## config.mk

```make
export PLATFORM = sky130hd
export DESIGN_NAME = ps2_kbd_if
export DESIGN_NICKNAME = d
export VERILOG_FILES = /design/src/rtl/ps2_pkg.sv /design/src/rtl/ps2_fifo.sv /design/src/rtl/ps2_kbd_if.sv
export SDC_FILE = /design/constraint.sdc
export NUM_CORES = 1
export LEC_CHECK = 0
export CAP_MARGIN = 20
export CORE_ASPECT_RATIO = 1.25
export CORE_MARGIN = 2
export CORE_UTILIZATION = 40
export CTS_BUF_LIST = sky130_fd_sc_hd__clkbuf_8 sky130_fd_sc_hd__clkbuf_16
export DETAILED_ROUTE_END_ITERATION = 12
export PLACE_DENSITY = 0.59
export SLEW_MARGIN = 5
export SYNTH_ARGS = -nofsm -noshare
export SYNTH_HDL_FRONTEND = slang
export SYNTH_SLANG_ARGS = --single-unit
```

## constraint.sdc

```tcl
create_clock -name i_clk -period 1.9 [get_ports i_clk]
set_input_delay 0.38 -clock i_clk [delete_from_list [all_inputs] [get_ports i_clk]]
set_output_delay 0.38 -clock i_clk [all_outputs]
set_load 0.01 [all_outputs]
```

## src/rtl/ps2_pkg.sv

```systemverilog
// ps2_pkg: shared definitions for the PS/2 keyboard receiver.
//   - ps2_state_t : receive FSM state encoding
//   - READY_BIT / OVF_BIT : bit positions inside the status/data word
//   - START_VAL / STOP_VAL / DATA_BITS : PS/2 device-to-host frame constants
//   - odd_parity_ok() : returns 1 when data plus parity bit carry odd parity
package ps2_pkg;

  typedef enum logic [1:0] {
    ST_IDLE   = 2'd0,
    ST_DATA   = 2'd1,
    ST_PARITY = 2'd2,
    ST_STOP   = 2'd3
  } ps2_state_t;

  localparam int   READY_BIT = 8;
  localparam int   OVF_BIT   = 9;
  localparam logic START_VAL = 1'b0;
  localparam logic STOP_VAL  = 1'b1;
  localparam int   DATA_BITS = 8;

  // A PS/2 frame is good when the eight data bits plus the parity bit hold an odd number of ones.
  function automatic logic odd_parity_ok(input logic [DATA_BITS-1:0] data, input logic parity);
    return (^data) ^ parity;
  endfunction

endpackage

```

## src/rtl/ps2_fifo.sv

```systemverilog
// ps2_fifo: synchronous FIFO for received scan codes.
// Ports:
//   i_clk, i_rst   clock, asynchronous active-high reset
//   i_push, i_din  write request and data; accepted when not full, or when full together with a pop
//   i_pop          read request; ignored when empty
//   o_head         oldest entry, forced to 0 when empty
//   o_full/o_empty occupancy flags
//   o_count        number of stored entries (log2(DEPTH)+1 bits)
// DEPTH must be a power of two (minimum 2) so the pointers wrap naturally.
module ps2_fifo #(
  parameter int DEPTH = 8,
  parameter int WIDTH = 8
) (
  input  logic                     i_clk,
  input  logic                     i_rst,
  input  logic                     i_push,
  input  logic                     i_pop,
  input  logic [WIDTH-1:0]         i_din,
  output logic [WIDTH-1:0]         o_head,
  output logic                     o_full,
  output logic                     o_empty,
  output logic [$clog2(DEPTH):0]   o_count
);

  localparam int PTR_W = $clog2(DEPTH);
  localparam int CNT_W = PTR_W + 1;

  logic [WIDTH-1:0] r_mem [DEPTH];
  logic [PTR_W-1:0] r_wr_ptr;
  logic [PTR_W-1:0] r_rd_ptr;
  logic [CNT_W-1:0] r_count;
  logic             w_full;
  logic             w_empty;
  logic             w_do_push;
  logic             w_do_pop;

  assign w_full    = (r_count == CNT_W'(DEPTH));
  assign w_empty   = (r_count == '0);
  assign w_do_pop  = i_pop & ~w_empty;
  // A pop in the same clock frees the slot, so a push into a full FIFO is still accepted.
  assign w_do_push = i_push & (~w_full | w_do_pop);

  // Pointer and occupancy bookkeeping.
  always_ff @(posedge i_clk or posedge i_rst) begin
    if (i_rst) begin
      r_wr_ptr <= '0;
      r_rd_ptr <= '0;
      r_count  <= '0;
    end else begin
      if (w_do_push) begin
        r_wr_ptr <= r_wr_ptr + PTR_W'(1);
      end
      if (w_do_pop) begin
        r_rd_ptr <= r_rd_ptr + PTR_W'(1);
      end
      case ({w_do_push, w_do_pop})
        2'b10:   r_count <= r_count + CNT_W'(1);
        2'b01:   r_count <= r_count - CNT_W'(1);
        default: r_count <= r_count;
      endcase
    end
  end

  // Storage array; contents are only visible through o_head when non-empty, so no reset is needed.
  always_ff @(posedge i_clk) begin
    if (w_do_push) begin
      r_mem[r_wr_ptr] <= i_din;
    end
  end

  assign o_head  = w_empty ? '0 : r_mem[r_rd_ptr];
  assign o_full  = w_full;
  assign o_empty = w_empty;
  assign o_count = r_count;

endmodule

```

## src/rtl/ps2_kbd_if.sv

```systemverilog
// ps2_kbd_if: memory-mapped PS/2 keyboard receiver.
// Ports:
//   i_clk        system clock
//   i_rst        asynchronous active-high reset
//   i_ps2_clk    raw PS/2 clock pin (asynchronous)
//   i_ps2_data   raw PS/2 data pin (asynchronous)
//   i_rd         CPU read strobe, pops one scan code
//   o_data_out   {22'b0, overflow, ready, head_code[7:0]}
//   o_frame_err  one-clock pulse on parity, stop-bit or timeout error
// The pins are synchronised, the PS/2 clock is glitch-filtered, and each filtered falling edge
// advances the receive FSM. Good frames land in ps2_fifo two clocks after the stop-bit edge.
module ps2_kbd_if
  import ps2_pkg::*;
#(
  parameter int FIFO_DEPTH  = 8,
  parameter int FILTER_LEN  = 4,
  parameter int TIMEOUT_CYC = 50000
) (
  input  logic        i_clk,
  input  logic        i_rst,
  input  logic        i_ps2_clk,
  input  logic        i_ps2_data,
  input  logic        i_rd,
  output logic [31:0] o_data_out,
  output logic        o_frame_err
);

  localparam int FCNT_W = (FILTER_LEN > 1) ? $clog2(FILTER_LEN) : 1;
  localparam int TO_W   = $clog2(TIMEOUT_CYC + 1);
  localparam int BIT_W  = $clog2(DATA_BITS);
  localparam int CNT_W  = $clog2(FIFO_DEPTH) + 1;

  logic                 r_clk_s1;
  logic                 r_clk_s2;
  logic                 r_dat_s1;
  logic                 r_dat_s2;
  logic [FCNT_W-1:0]    r_filt_cnt;
  logic                 r_filt_clk;
  logic                 r_fall;
  ps2_state_t           r_state;
  ps2_state_t           w_next_state;
  logic [DATA_BITS-1:0] r_shreg;
  logic [BIT_W-1:0]     r_bit_cnt;
  logic                 r_parity;
  logic [TO_W-1:0]      r_to_cnt;
  logic                 w_timeout;
  logic                 w_push;
  logic                 w_err;
  logic                 r_push;
  logic [DATA_BITS-1:0] r_push_code;
  logic                 r_frame_err;
  logic                 r_ovf;
  logic                 w_pop;
  logic                 w_full;
  logic                 w_empty;
  logic [CNT_W-1:0]     w_count;
  logic [7:0]           w_head;
  logic                 w_ready;
  logic [31:0]          w_data_out;

  // Two-flop synchronisers; the idle bus level is high.
  always_ff @(posedge i_clk or posedge i_rst) begin
    if (i_rst) begin
      r_clk_s1 <= 1'b1;
      r_clk_s2 <= 1'b1;
      r_dat_s1 <= 1'b1;
      r_dat_s2 <= 1'b1;
    end else begin
      r_clk_s1 <= i_ps2_clk;
      r_clk_s2 <= r_clk_s1;
      r_dat_s1 <= i_ps2_data;
      r_dat_s2 <= r_dat_s1;
    end
  end

  // Clock glitch filter: the filtered clock follows only after FILTER_LEN differing samples in a row.
  always_ff @(posedge i_clk or posedge i_rst) begin
    if (i_rst) begin
      r_filt_cnt <= '0;
      r_filt_clk <= 1'b1;
      r_fall     <= 1'b0;
    end else begin
      r_fall <= 1'b0;
      if (r_clk_s2 == r_filt_clk) begin
        r_filt_cnt <= '0;
      end else if (r_filt_cnt == FCNT_W'(FILTER_LEN - 1)) begin
        r_filt_cnt <= '0;
        r_filt_clk <= r_clk_s2;
        // The filtered clock was high, so this change is a falling edge.
        r_fall     <= r_filt_clk;
      end else begin
        r_filt_cnt <= r_filt_cnt + FCNT_W'(1);
      end
    end
  end

  // r_to_cnt holds the number of clocks since the last fall pulse; with the registered error
  // output this places the timeout pulse exactly TIMEOUT_CYC clocks after that fall pulse.
  always_ff @(posedge i_clk or posedge i_rst) begin
    if (i_rst) begin
      r_to_cnt <= '0;
    end else if (r_fall) begin
      r_to_cnt <= TO_W'(1);
    end else if (r_state == ST_IDLE) begin
      r_to_cnt <= '0;
    end else begin
      r_to_cnt <= r_to_cnt + TO_W'(1);
    end
  end

  assign w_timeout = (r_state != ST_IDLE) && !r_fall && (r_to_cnt == TO_W'(TIMEOUT_CYC - 1));

  // Receive FSM state register.
  always_ff @(posedge i_clk or posedge i_rst) begin
    if (i_rst) begin
      r_state <= ST_IDLE;
    end else begin
      r_state <= w_next_state;
    end
  end

  // Receive FSM next-state logic; every step is taken on a fall pulse, timeout overrides.
  always_comb begin
    w_next_state = r_state;
    if (w_timeout) begin
      w_next_state = ST_IDLE;
    end else if (r_fall) begin
      case (r_state)
        ST_IDLE: begin
          if (r_dat_s2 == START_VAL) begin
            w_next_state = ST_DATA;
          end else begin
            w_next_state = ST_IDLE;
          end
        end
        ST_DATA: begin
          if (r_bit_cnt == BIT_W'(DATA_BITS - 1)) begin
            w_next_state = ST_PARITY;
          end else begin
            w_next_state = ST_DATA;
          end
        end
        ST_PARITY: w_next_state = ST_STOP;
        ST_STOP:   w_next_state = ST_IDLE;
        default:   w_next_state = ST_IDLE;
      endcase
    end else begin
      w_next_state = r_state;
    end
  end

  // Receive FSM outputs: frame verdict at the stop bit, or abort on timeout.
  always_comb begin
    w_push = 1'b0;
    w_err  = 1'b0;
    if (w_timeout) begin
      w_err = 1'b1;
    end else if (r_fall && (r_state == ST_STOP)) begin
      if ((r_dat_s2 == STOP_VAL) && odd_parity_ok(r_shreg, r_parity)) begin
        w_push = 1'b1;
      end else begin
        w_err = 1'b1;
      end
    end else begin
      w_push = 1'b0;
      w_err  = 1'b0;
    end
  end

  // Frame datapath: LSB-first shift register, bit counter and parity capture.
  always_ff @(posedge i_clk or posedge i_rst) begin
    if (i_rst) begin
      r_shreg   <= '0;
      r_bit_cnt <= '0;
      r_parity  <= 1'b0;
    end else if (r_fall) begin
      case (r_state)
        ST_IDLE: r_bit_cnt <= '0;
        ST_DATA: begin
          r_shreg   <= {r_dat_s2, r_shreg[DATA_BITS-1:1]};
          r_bit_cnt <= r_bit_cnt + BIT_W'(1);
        end
        ST_PARITY: r_parity <= r_dat_s2;
        default:   r_parity <= r_parity;
      endcase
    end
  end

  // Registered push request, captured code and error pulse.
  always_ff @(posedge i_clk or posedge i_rst) begin
    if (i_rst) begin
      r_push      <= 1'b0;
      r_push_code <= '0;
      r_frame_err <= 1'b0;
    end else begin
      r_push      <= w_push;
      r_frame_err <= w_err;
      if (w_push) begin
        r_push_code <= r_shreg;
      end
    end
  end

  assign w_pop = i_rd & ~w_empty;

  ps2_fifo #(
    .DEPTH (FIFO_DEPTH),
    .WIDTH (DATA_BITS)
  ) u_fifo (
    .i_clk   (i_clk),
    .i_rst   (i_rst),
    .i_push  (r_push),
    .i_pop   (w_pop),
    .i_din   (r_push_code),
    .o_head  (w_head),
    .o_full  (w_full),
    .o_empty (w_empty),
    .o_count (w_count)
  );

  // Sticky overflow: set on a dropped push, cleared by any read strobe; set wins.
  always_ff @(posedge i_clk or posedge i_rst) begin
    if (i_rst) begin
      r_ovf <= 1'b0;
    end else if (r_push && w_full && !w_pop) begin
      r_ovf <= 1'b1;
    end else if (i_rd) begin
      r_ovf <= 1'b0;
    end else begin
      r_ovf <= r_ovf;
    end
  end

  assign w_ready = (w_count != '0);

  // Status/data word assembly.
  always_comb begin
    w_data_out            = '0;
    w_data_out[7:0]       = w_head;
    w_data_out[READY_BIT] = w_ready;
    w_data_out[OVF_BIT]   = r_ovf;
  end

  assign o_data_out  = w_data_out;
  assign o_frame_err = r_frame_err;

endmodule

```

==> metrics.md <==
| Metric | Value |
|---|---|
| Area grow syn2layout | `25.9%` |
| Met2 Resource Use GR | `26.1%` |
| DRT iter0 DRCs | `145` |
| Cells after Synth | `371` |
| Final hold violations | `0` |
| Endpoint class of the critical path | `output pin` |
| Period utilisation layout | `118%` |
| Worst hold slack | `239 ps` |
| Fin area | `6720 µm²` |
| Startpoint Class | `flip-flop` |
| Cell variety after synth | `47` |
| Yosys reg bits | `123` |
| Critical Path RT | `1520 ps` |
| Vias | `3036` |
| Placed cell areas | `6000 µm²` |
| Synthesized cell area | `5340 µm²` |
| Width of the chip | `107 µm` |
| EDFF count, synth | `64` |
| Max cap viols | `0` |
| Min-delay worst type | `in -> async` |
| Layout Skew | `8.33 ps` |
| Crit path max fanout | `5` |
| CTS Buffer Depth | `2` |
| Grt ovf | `0` |
| Worst r2r path cells | `8` |
| Global-route wire length before repair | `15800 µm` |
| Sequential share of the synthesized area | `63.8%` |
| Total CTS buffers | `17` |
| CP endpoint | `o_data_out[4]` |
| Crit path DAT | `1860 ps` |
| Largest net degree at the start of global routing | `27` |
| Post-layout util | `51.2%` |
| Async SR Flop Fraction | `48.0%` |
| Register-to-register setup slack | `10 ps` |
| Inst Count DP | `588` |
| CTS H-tree lvls | `4` |
| Primary FF master, synth | `edfxtp_1` |
| # hold bufs at CTS | `0` |
| DIE AREA | `14300 µm²` |
| Syn avg cell area | `14.4 µm²` |
| Via/cell ratio | `4.79` |
| Met3 Use GR | `4.21%` |
| Pre-antenna DRT Iters | `4` |
| Worst r2r src | `u_fifo.o_count[3]$_DFFE_PP0P_` |
| RSZ-0062 raised after global routing | `yes` |
| Power Density | `932 nW/µm²` |
| Ys Warns | `0` |
| Max-slew violations | `0` |
| WS Path Type | `reg -> out` |
| Hpwl dp | `6300 µm` |
| Root buf cell | `clkbuf_16` |
| Boundary Pins | `38` |
| Antenna Cells | `0` |
| Std-Cell Rows | `47` |
| Post-DRT Antenna Nets | `0` |
| Busiest grt layer | `met2` |
| Cell Count, Final, Fillers Out | `634` |
| CTS Sinks | `123` |
| Fin nets | `462` |
| DR WL/cell | `15.0 µm` |
| DR DRC count | `0` |
| Clock tree from TritonCTS | `yes` |
| CTS clk-pin slew, worst paths | `50 ps` |
| Violated checks | `setup timing` |
| Run status | `finished with violations` |
| Vias in the first global route | `3141` |
| Port-buffer cells | `15` |
| Dpl ws | `-278 ps` |
| Antenna violations before repair | `0` |
| Overall routed net length | `9530 µm` |
| GR Util All Layers | `14.7%` |
| Ratio of cells with drive above 1 in the final layout | `34.3%` |
| Final min period | `2240 ps` |
| Gpl congestion | `0.739` |
| Max Clk Rate | `0.447 GHz` |
| Worst-Skew Late Latency | `400 ps` |
| Die Y | `133 µm` |
| Setup Viol. Count Final | `8` |
| Setup ws final | `-339 ps` |
| Static Leakage | `2.87 nW` |
| Critical Path Start | `u_fifo.r_rd_ptr[0]$_DFFE_PP0N_` |
| Initial core utilization | `40.7%` |
| FF-to-FF End | `u_fifo.o_count[2]$_DFFE_PP0P_` |
| VDD IR max | `0.593 mV` |
| Met1 Track Usage GR | `16.8%` |
| Core ar. | `13100 µm²` |
-- worst min path at each step --
| stage | endpoint | slack [ps] | cells past startpoint |
|---|---|---|---|
| 4_1_cts | u_fifo.o_count[3]$_DFFE_PP0P_ | 230 | 2 |
| 3_3_place_gp | r_dat_s2$_DFF_PP1_ | 350 | 0 |
| 2_1_floorplan | r_clk_s2$_DFF_PP1_ | 350 | 0 |
| 6_report | u_fifo.o_count[3]$_DFFE_PP0P_ | 240 | 2 |
| 5_1_grt | u_fifo.o_count[3]$_DFFE_PP0P_ | 260 | 2 |
| 3_5_place_dp | r_dat_s2$_DFF_PP1_ | 350 | 0 |
-- registers in the layout, summed over array words and instances (netlist names), 2 cells and up --
register	cells
u_fifo.r_mem	64
r_to_cnt	16
r_push_code	8
r_shreg	8
u_fifo.o_count	4
r_bit_cnt	3
u_fifo.r_rd_ptr	3
u_fifo.r_wr_ptr	3
r_filt_cnt	2
r_state	2
-- synthesized netlist by cell type (4+ instances only) --
library cell / number / area [µm²]
edfxtp_1: 64 / 1920
a21oi_1: 9 / 45.0
nor2_1: 31 / 116
xor2_1: 5 / 43.8
inv_1: 9 / 33.8
nand4_1: 4 / 25.0
buf_4: 24 / 180
nor3_1: 9 / 45.0
mux4_2: 16 / 360
o21ai_0: 10 / 50.1
nand2_1: 22 / 82.6
dfstp_2: 5 / 131
xnor2_1: 18 / 158
nor4_1: 5 / 31.3
nand2b_1: 6 / 37.5
clkbuf_1: 9 / 33.8
ha_1: 7 / 87.6
mux2i_1: 8 / 80.1
dfrtp_1: 54 / 1350
mux2_2: 17 / 191
nand3_1: 6 / 30.0
or3_1: 4 / 25.0
-- kinds of logic (layout without fill, tap and decap cells) --
family | after synthesis | in the layout | share of synthesized area [%]
multiplexers | 42 | 42 | 12.3
buffers and inverters | 45 | 116 | 4.90
flip-flops | 123 | 123 | 63.8
adder cells (fa/ha/maj) | 7 | 7 | 1.64
other | 1 | 22 | 0.0702
AND/OR/NAND/NOR | 97 | 97 | 8.98
XOR/XNOR | 25 | 25 | 4.69
AO/OA/AOI/OAI | 31 | 31 | 3.70
-- final cells by class --
class | count | area (µm²)
Inverter | 9 | 33.8
Clock buffer | 17 | 425
Sequential cell | 123 | 3410
Clock inverter | 15 | 153
Timing Repair Buffer | 75 | 677
Multi-Input combinational cell | 224 | 1810
Fill cell | 1115 | 6390
Tap cell | 171 | 214
-- placed cells by master, fill, tap and decap left out, types with 2 or more instances in the layout --
cell             Yosys  final
clkbuf_16            0     17
nor3_2               0      2
nand2b_1             6      5
buf_12               0      7
or3_1                4      3
buf_2                2      9
bufinv_16            0      2
nand3_1              6      6
nor2_1              31     30
inv_6                0      2
edfxtp_1            64     64
clkinv_2             0      2
o21ai_0             10     10
a21oi_1              9      9
clkinv_4             0      4
inv_1                9     10
dfstp_2              5      5
nor4_1               5      4
buf_4               24     45
conb_1               1     22
nand2_1             22     22
a21o_1               2      2
a31oi_1              2      2
xor2_1               5      5
nand4_1              4      4
dfrtp_2              0      5
clkdlybuf4s50_1      0      6
mux2i_1              8      8
ha_1                 7      6
mux4_2              16     16
mux2_2              17     17
dfrtp_1             54     49
nor3_1               9      7
clkinvlp_4           0      3
xnor2_1             18     18
o21bai_1             2      2
buf_6                0      7
-- power breakdown --
part | leakage (nW) | switching, mW | internal, mW
Combinational | 1.08 | 0.157 | 0.127
Clock | 0.282 | 1.15 | 1.93
Sequential | 1.51 | 0.0391 | 2.86
Total | 2.87 | 1.35 | 4.91
-- worst max-delay path, cell delays in order (launching register included) --
cell and delay [ps]:
dfrtp_2 380, buf_6 120, buf_12 120, mux4_2 500, mux2i_1 140, nor2_1 60
buf_2 130
-- per-layer routing --
layer  share of wire (%)  wire length (µm)  up-vias
li1                    -                 -     1466
met1                  41              3910     1518
met2                  55              5270       40
met3                 2.4               230       12
met4                 1.3               125        0
met5                   0                 0        -
-- metrics by stage --
stage / total power, mW / setup TNS [ps]
after floorplan: 3.17 / -66.8
after global placement: 3.22 / -13160
after detailed placement: 3.23 / -13090
after CTS: 6.33 / -3280
after global routing: 6.51 / -3290
final: 6.26 / -2550
-- repair_timing --
item	4_1_cts	5_1_grt
gates cloned	2	0
resized for setup	46	13
pin swaps	5	10
endpoints found under the hold margin	0	0
setup buffers	10	4
setup endpoints to repair	10	51
(Power assumes the default switching activity.)
